--- src/rtl/div_resp_tx.sv ---
// div_resp_tx: serialises divider results ({shang, yushu}) into UART bytes.
// Results are buffered in a small FIFO; a four-state FSM sends one frame at a time,
// MSB first: shang[15:8], shang[7:0], yushu[15:8], yushu[7:0].
// Optional build macro DIV_RESP_CHK_EN appends a fifth byte holding the XOR of
// the four payload bytes.
//
// state | meaning
// ------+--------------------------------------------------------------
// IDLE  | no frame in progress; pops the FIFO head when one is queued
// SEND  | a byte is ready but the transmitter is busy; waits for tx_done
// GUARD | byte just issued; tx_done ignored while the guard timer runs down
// WAIT  | waits for the transmitter to finish before the next byte or IDLE
//
// Issuing a byte from IDLE or WAIT happens on the same edge that sees tx_done
// high, so SEND is only visited when the transmitter is still busy. This gives
// the two-cycle result-to-tx_start latency with a registered tx_start.

module div_resp_tx #(
    parameter int DEPTH = 4,
    parameter int GUARD = 2
) (
    input  logic                       sys_clk,
    input  logic                       sys_rst_n,
    input  logic                       res_valid,
    input  logic [15:0]                shang,
    input  logic [15:0]                yushu,
    input  logic                       tx_done,
    output logic [7:0]                 tx_data,
    output logic                       tx_start,
    output logic                       busy,
    output logic                       ovf,
    output logic [$clog2(DEPTH):0]     fifo_cnt
);

    localparam int PW = (DEPTH > 1) ? $clog2(DEPTH) : 1;
    localparam int CW = $clog2(DEPTH) + 1;
    localparam int GW = (GUARD > 1) ? $clog2(GUARD + 1) : 1;

`ifdef DIV_RESP_CHK_EN
    localparam logic [2:0] LAST_IDX = 3'd4;
`else
    localparam logic [2:0] LAST_IDX = 3'd3;
`endif

    localparam logic [GW-1:0] GUARD_LD  = GW'(GUARD);
    localparam logic [GW-1:0] GUARD_ONE = GW'(1);
    localparam logic [CW-1:0] CNT_FULL  = CW'(DEPTH);

    typedef enum logic [1:0] {
        S_IDLE  = 2'd0,
        S_SEND  = 2'd1,
        S_GUARD = 2'd2,
        S_WAIT  = 2'd3
    } state_t;

    state_t          state, state_nxt;
    logic [31:0]     mem [DEPTH];
    logic [PW-1:0]   wr_ptr, rd_ptr;
    logic [CW-1:0]   cnt;
    logic [31:0]     fifo_head;
    logic [31:0]     frame;
    logic [2:0]      idx, idx_nxt;
    logic [GW-1:0]   guard_cnt, guard_nxt;
    logic            pop, push, full;
    logic            fire;
    logic [7:0]      fire_byte;
    logic            tx_start_q;
    logic [7:0]      tx_data_q;
    logic            ovf_q;

    // Byte of a frame selected by index; index 4 is the optional checksum.
    function automatic logic [7:0] frame_byte(input logic [31:0] f, input logic [2:0] i);
        logic [7:0] b;
        b = 8'h00;
        case (i)
            3'd0: b = f[31:24];
            3'd1: b = f[23:16];
            3'd2: b = f[15:8];
            3'd3: b = f[7:0];
`ifdef DIV_RESP_CHK_EN
            3'd4: b = f[31:24] ^ f[23:16] ^ f[15:8] ^ f[7:0];
`endif
            default: b = 8'h00;
        endcase
        return b;
    endfunction

    assign full      = (cnt == CNT_FULL);
    assign push      = res_valid && (!full || pop);
    assign fifo_head = mem[rd_ptr];

    // FIFO storage; data needs no reset since cnt gates every read.
    always_ff @(posedge sys_clk) begin
        if (push) begin
            mem[wr_ptr] <= {shang, yushu};
        end
    end

    // FIFO pointers, occupancy and sticky overflow flag.
    always_ff @(posedge sys_clk or negedge sys_rst_n) begin
        if (!sys_rst_n) begin
            wr_ptr <= '0;
            rd_ptr <= '0;
            cnt    <= '0;
            ovf_q  <= 1'b0;
        end else begin
            if (push) begin
                wr_ptr <= wr_ptr + PW'(1);
            end
            if (pop) begin
                rd_ptr <= rd_ptr + PW'(1);
            end
            case ({push, pop})
                2'b10:   cnt <= cnt + CW'(1);
                2'b01:   cnt <= cnt - CW'(1);
                default: cnt <= cnt;
            endcase
            if (res_valid && full && !pop) begin
                ovf_q <= 1'b1;
            end
        end
    end

    // FSM state, frame register, byte index and guard down-counter.
    always_ff @(posedge sys_clk or negedge sys_rst_n) begin
        if (!sys_rst_n) begin
            state     <= S_IDLE;
            frame     <= 32'h0;
            idx       <= 3'd0;
            guard_cnt <= '0;
        end else begin
            state     <= state_nxt;
            idx       <= idx_nxt;
            guard_cnt <= guard_nxt;
            if (pop) begin
                frame <= fifo_head;
            end
        end
    end

    // Next-state logic, FIFO pop and byte issue decisions.
    always_comb begin
        state_nxt = state;
        pop       = 1'b0;
        fire      = 1'b0;
        fire_byte = 8'h00;
        idx_nxt   = idx;
        guard_nxt = guard_cnt;
        case (state)
            S_IDLE: begin
                if (cnt != '0) begin
                    pop     = 1'b1;
                    idx_nxt = 3'd0;
                    if (tx_done) begin
                        fire      = 1'b1;
                        fire_byte = fifo_head[31:24];
                        guard_nxt = GUARD_LD;
                        state_nxt = S_GUARD;
                    end else begin
                        state_nxt = S_SEND;
                    end
                end
            end
            S_SEND: begin
                if (tx_done) begin
                    fire      = 1'b1;
                    fire_byte = frame_byte(frame, idx);
                    guard_nxt = GUARD_LD;
                    state_nxt = S_GUARD;
                end
            end
            S_GUARD: begin
                if (guard_cnt <= GUARD_ONE) begin
                    state_nxt = S_WAIT;
                end else begin
                    guard_nxt = guard_cnt - GUARD_ONE;
                end
            end
            S_WAIT: begin
                if (tx_done) begin
                    if (idx == LAST_IDX) begin
                        state_nxt = S_IDLE;
                    end else begin
                        idx_nxt   = idx + 3'd1;
                        fire      = 1'b1;
                        fire_byte = frame_byte(frame, idx + 3'd1);
                        guard_nxt = GUARD_LD;
                        state_nxt = S_GUARD;
                    end
                end
            end
            default: state_nxt = S_IDLE;
        endcase
    end

    // Registered transmit request; tx_data holds until the next request.
    always_ff @(posedge sys_clk or negedge sys_rst_n) begin
        if (!sys_rst_n) begin
            tx_start_q <= 1'b0;
            tx_data_q  <= 8'h00;
        end else begin
            tx_start_q <= fire;
            if (fire) begin
                tx_data_q <= fire_byte;
            end
        end
    end

    assign tx_start = tx_start_q;
    assign tx_data  = tx_data_q;
    assign ovf      = ovf_q;
    assign fifo_cnt = cnt;
    assign busy     = (state != S_IDLE) || (cnt != '0);

endmodule

--- config.mk ---
export PLATFORM = sky130hd
export DESIGN_NAME = div_resp_tx
export DESIGN_NICKNAME = d
export VERILOG_FILES = /design/src/rtl/div_resp_tx.sv
export SDC_FILE = /design/constraint.sdc
export NUM_CORES = 1
export LEC_CHECK = 0
export CAP_MARGIN = 20
export CORE_MARGIN = 5
export CORE_UTILIZATION = 55
export CTS_BUF_LIST = sky130_fd_sc_hd__clkbuf_8 sky130_fd_sc_hd__clkbuf_16
export CTS_CLUSTER_DIAMETER = 200
export DETAILED_ROUTE_END_ITERATION = 7
export PLACE_DENSITY_LB_ADDON = 0.2
export REMOVE_ABC_BUFFERS = 1
export SYNTH_ARGS = -nofsm -noshare
export SYNTH_HDL_FRONTEND = slang
export SYNTH_SLANG_ARGS = --single-unit
--- constraint.sdc ---
create_clock -name sys_clk -period 4 [get_ports sys_clk]
set_clock_uncertainty 0.2 [all_clocks]
set_input_delay 0.8 -clock sys_clk [delete_from_list [all_inputs] [get_ports sys_clk]]
set_output_delay 0.8 -clock sys_clk [all_outputs]
set_load 0.02 [all_outputs]
==> flow_metrics.tcl <==
set metrics [dict create \
    worstPathCellList "inv_1, ha_1, or4b_1, clkdlybuf4s50_1" \
    viasPerCell 5.832 \
    leakagePower_nw 3.391 \
    peakVddDrop_mv 0.3518 \
    postSynthCellCount 484 \
    synth_flop_cell "edfxtp_1" \
    row_count 43 \
    fin_area_um2 8881 \
    grt-busiest-layer "met2" \
    holdBufCountCts 0 \
    setup_viol 0 \
    n_fill_cell 1009 \
    vias 4263 \
    syn_area_per_cell_um2 15.81 \
    cp-end-kind "output pin" \
    cts_buffer_depth 2 \
    crit_fanout 7 \
    slowest_delay_ns 0.57 \
    rsz0062_at_grt "false" \
    critical_path_class "register to output pin" \
    use_met1_pct 26.10 \
    relSlewSlack_pct 52.65 \
    grt_use_total_pct 18.91 \
    report.final.hold_viol_count 0 \
    synth_edf_count 128 \
    syn_to_final_growth_pct 16.06 \
    cp.arrival_ns 2.40 \
    gr-total-overflow 0 \
    fin_crit_sh_pct 85.07 \
    grt.met3_usage_pct 4.000 \
    dp.cells 699 \
    clock_latency_ns 0.42 \
    ys_warn_count 0 \
    ys_ff_latch 184 \
    hp-class "input pin to asynchronous set/reset pin" \
    timing.fmax_mhz 293.9 \
    final_layout_size_suffix_gt1_share_pct 15.25 \
    rr_startpoint "state[1]" \
    met2_usage_pct 29.61 \
    powerDensity_nw_per_um2 775.0 \
    status "completed" \
    reg2reg_slack_ns 1.28 \
    cts_resized 0 \
    ff_latch_area_um2 5246 \
    cp-start-kind "register" \
    cts_tree "yes" \
    multiInputGateArea_um2 2228 \
    cts_setup_buffers 0 \
    grt_max_degree 35 \
    place_area_um2 8343 \
    grt_pass1_vias 4403 \
    firstDrtPassIters 6 \
    hold-worst-slack_ns 0.2203 \
    synth_cell_types 43 \
    die_h_um 128.0 \
    gp_congestion 0.7913 \
    path_clk_slew_ns 0.06 \
    cts_made_buffers 17 \
    die_x_um 128.0 \
    antenna_found_initial 0 \
    stdcell_count 731 \
    reg2reg_to "fifo_cnt[2]" \
    cp.required_ns 3.00 \
    drcViolationCount 0 \
    coreArea_um2 13770 \
    finalWirelength_um 14120 \
    drtIter0Drc 344 \
    start_util_pct 55.56 \
    antenna_left 0 \
    portBuffers 49 \
    wire_per_inst_um 19.32 \
    r2r_cells 11 \
    grt_pass1_wl_um 23480 \
    finalMaxSlewViolations 0 \
    cap_violations 0 \
    total_power_mw 6.882 \
    finalCriticalPeriod_ns 3.403 \
    seq_area_frac_synth_pct 68.54 \
    io_pins 50 \
    die_area_um2 16370 \
    cts-htree-levels 4 \
    async_flop_share_pct 30.43 \
    cts-root-buf "clkbuf_16" \
    cts_sinks 184 \
    slowest_stage "clkdlybuf4s50_1" \
    synth_area_um2 7652 \
    num_antenna_cells 0 \
    tns_ns 0 \
    worstMarginPinSlew_ns 0.7103 \
    hpwlAfterDp_um 9053 \
    fin_nets 592 \
]
==> state kept, by name, summed over array words and instances, names as in the netlist, 3 cells and up <==
signal    count
mem         128
idx           3
frame        32
tx_data       8
fifo_cnt      3
==> placed cells by master (no fill, tap or decap), types with 5 or more instances in the layout <==
cell type | synthesis | routed
edfxtp_1 | 128 | 128
nand2_1 | 103 | 103
dfrtp_1 | 56 | 55
clkdlybuf4s50_1 | 0 | 48
mux4_2 | 32 | 32
a22o_1 | 19 | 19
inv_1 | 17 | 18
ha_1 | 17 | 17
clkbuf_16 | 0 | 17
a222oi_1 | 16 | 16
buf_4 | 2 | 12
a2bb2oi_1 | 8 | 8
o221ai_1 | 8 | 8
and2_1 | 7 | 7
o21ai_0 | 5 | 5
==> critical path, delay by kind of cell, from the launching register on <==
| family | cells | cell delay [ns] |
|---|---|---|
| DFF | 1 | 0.40 |
| buffers and inverters | 2 | 0.69 |
| adders and majority gates | 1 | 0.35 |
| and+or+nand+nor | 1 | 0.54 |
==> cell usage after synthesis (3+ instances only) <==
cell	n	share of area (%)
mux2i_1	3	0.39
nor2b_1	4	0.33
buf_2	5	0.33
dfrtp_1	56	18
a222oi_1	16	2.1
a2bb2oi_1	8	0.92
mux4_2	32	9.4
edfxtp_1	128	50
xnor2_1	4	0.46
and2_1	7	0.57
nand2_1	103	5.1
inv_1	17	0.83
o21ai_0	5	0.33
nor2_1	3	0.15
o221ai_1	8	0.92
ha_1	17	2.8
clkbuf_1	16	0.78
a22o_1	19	2.2
buf_1	3	0.15
==> how the worst max path moves through the flow <==
stage	slack (ns)	cells after the start	startpoint	endpoint
finish	0.60	4	state[0]	busy
global route	0.51	4	state[0]	busy
CTS	0.57	4	state[0]	busy
detailed placement	1.03	4	state[0]	busy
global placement	1.10	9	res_valid	fifo_cnt[2]
floorplan	1.06	8	fifo_cnt[1]	fifo_cnt[2]
==> final cells by class <==
type                    instances  share of cell area (%)
well taps                     180                   2.536
clock inverters                15                   1.268
repair buffers                 61                   6.481
flip-flops and latches        184                   59.07
clock buffers                  17                   4.790
multi-input cells             256                   25.09
inverters                      18                  0.7608
==> metal layers <==
layer  share of wire, %  vias up  wire, um
li1                   -     1966         -
met1                 45     2150      6301
met2                 49      128      6867
met3                4.7       19       665
met4                2.0        0       286
met5                  0        -         0
==> per-stage QoR <==
stage | setup WS [ns] | util [%]
3_5_place_dp | 1.031 | 60.57
3_3_place_gp | 1.100 | 60.57
6_report | 0.5971 | 64.48
2_1_floorplan | 1.060 | -
4_1_cts | 0.5693 | 64.48
5_1_grt | 0.5117 | 64.48
==> kinds of logic after synthesis <==
group,count (synthesis),share of synthesized area [%]
buffers and inverters,44,2.338
adders and majority gates,18,3.041
muxes,37,10.10
and+or+nand+nor,128,7.227
DFF,184,68.54
AOI/OAI and AO/OA,67,8.061
xor gates and xnor gates,6,0.6867
==> power breakdown <==
part | internal, mW | switching, mW
combinational | 1.10 | 1.29
sequential | 2.61 | 0.368
clock | 0.845 | 0.673
No activity file was read; power rests on OpenSTA's default activity.
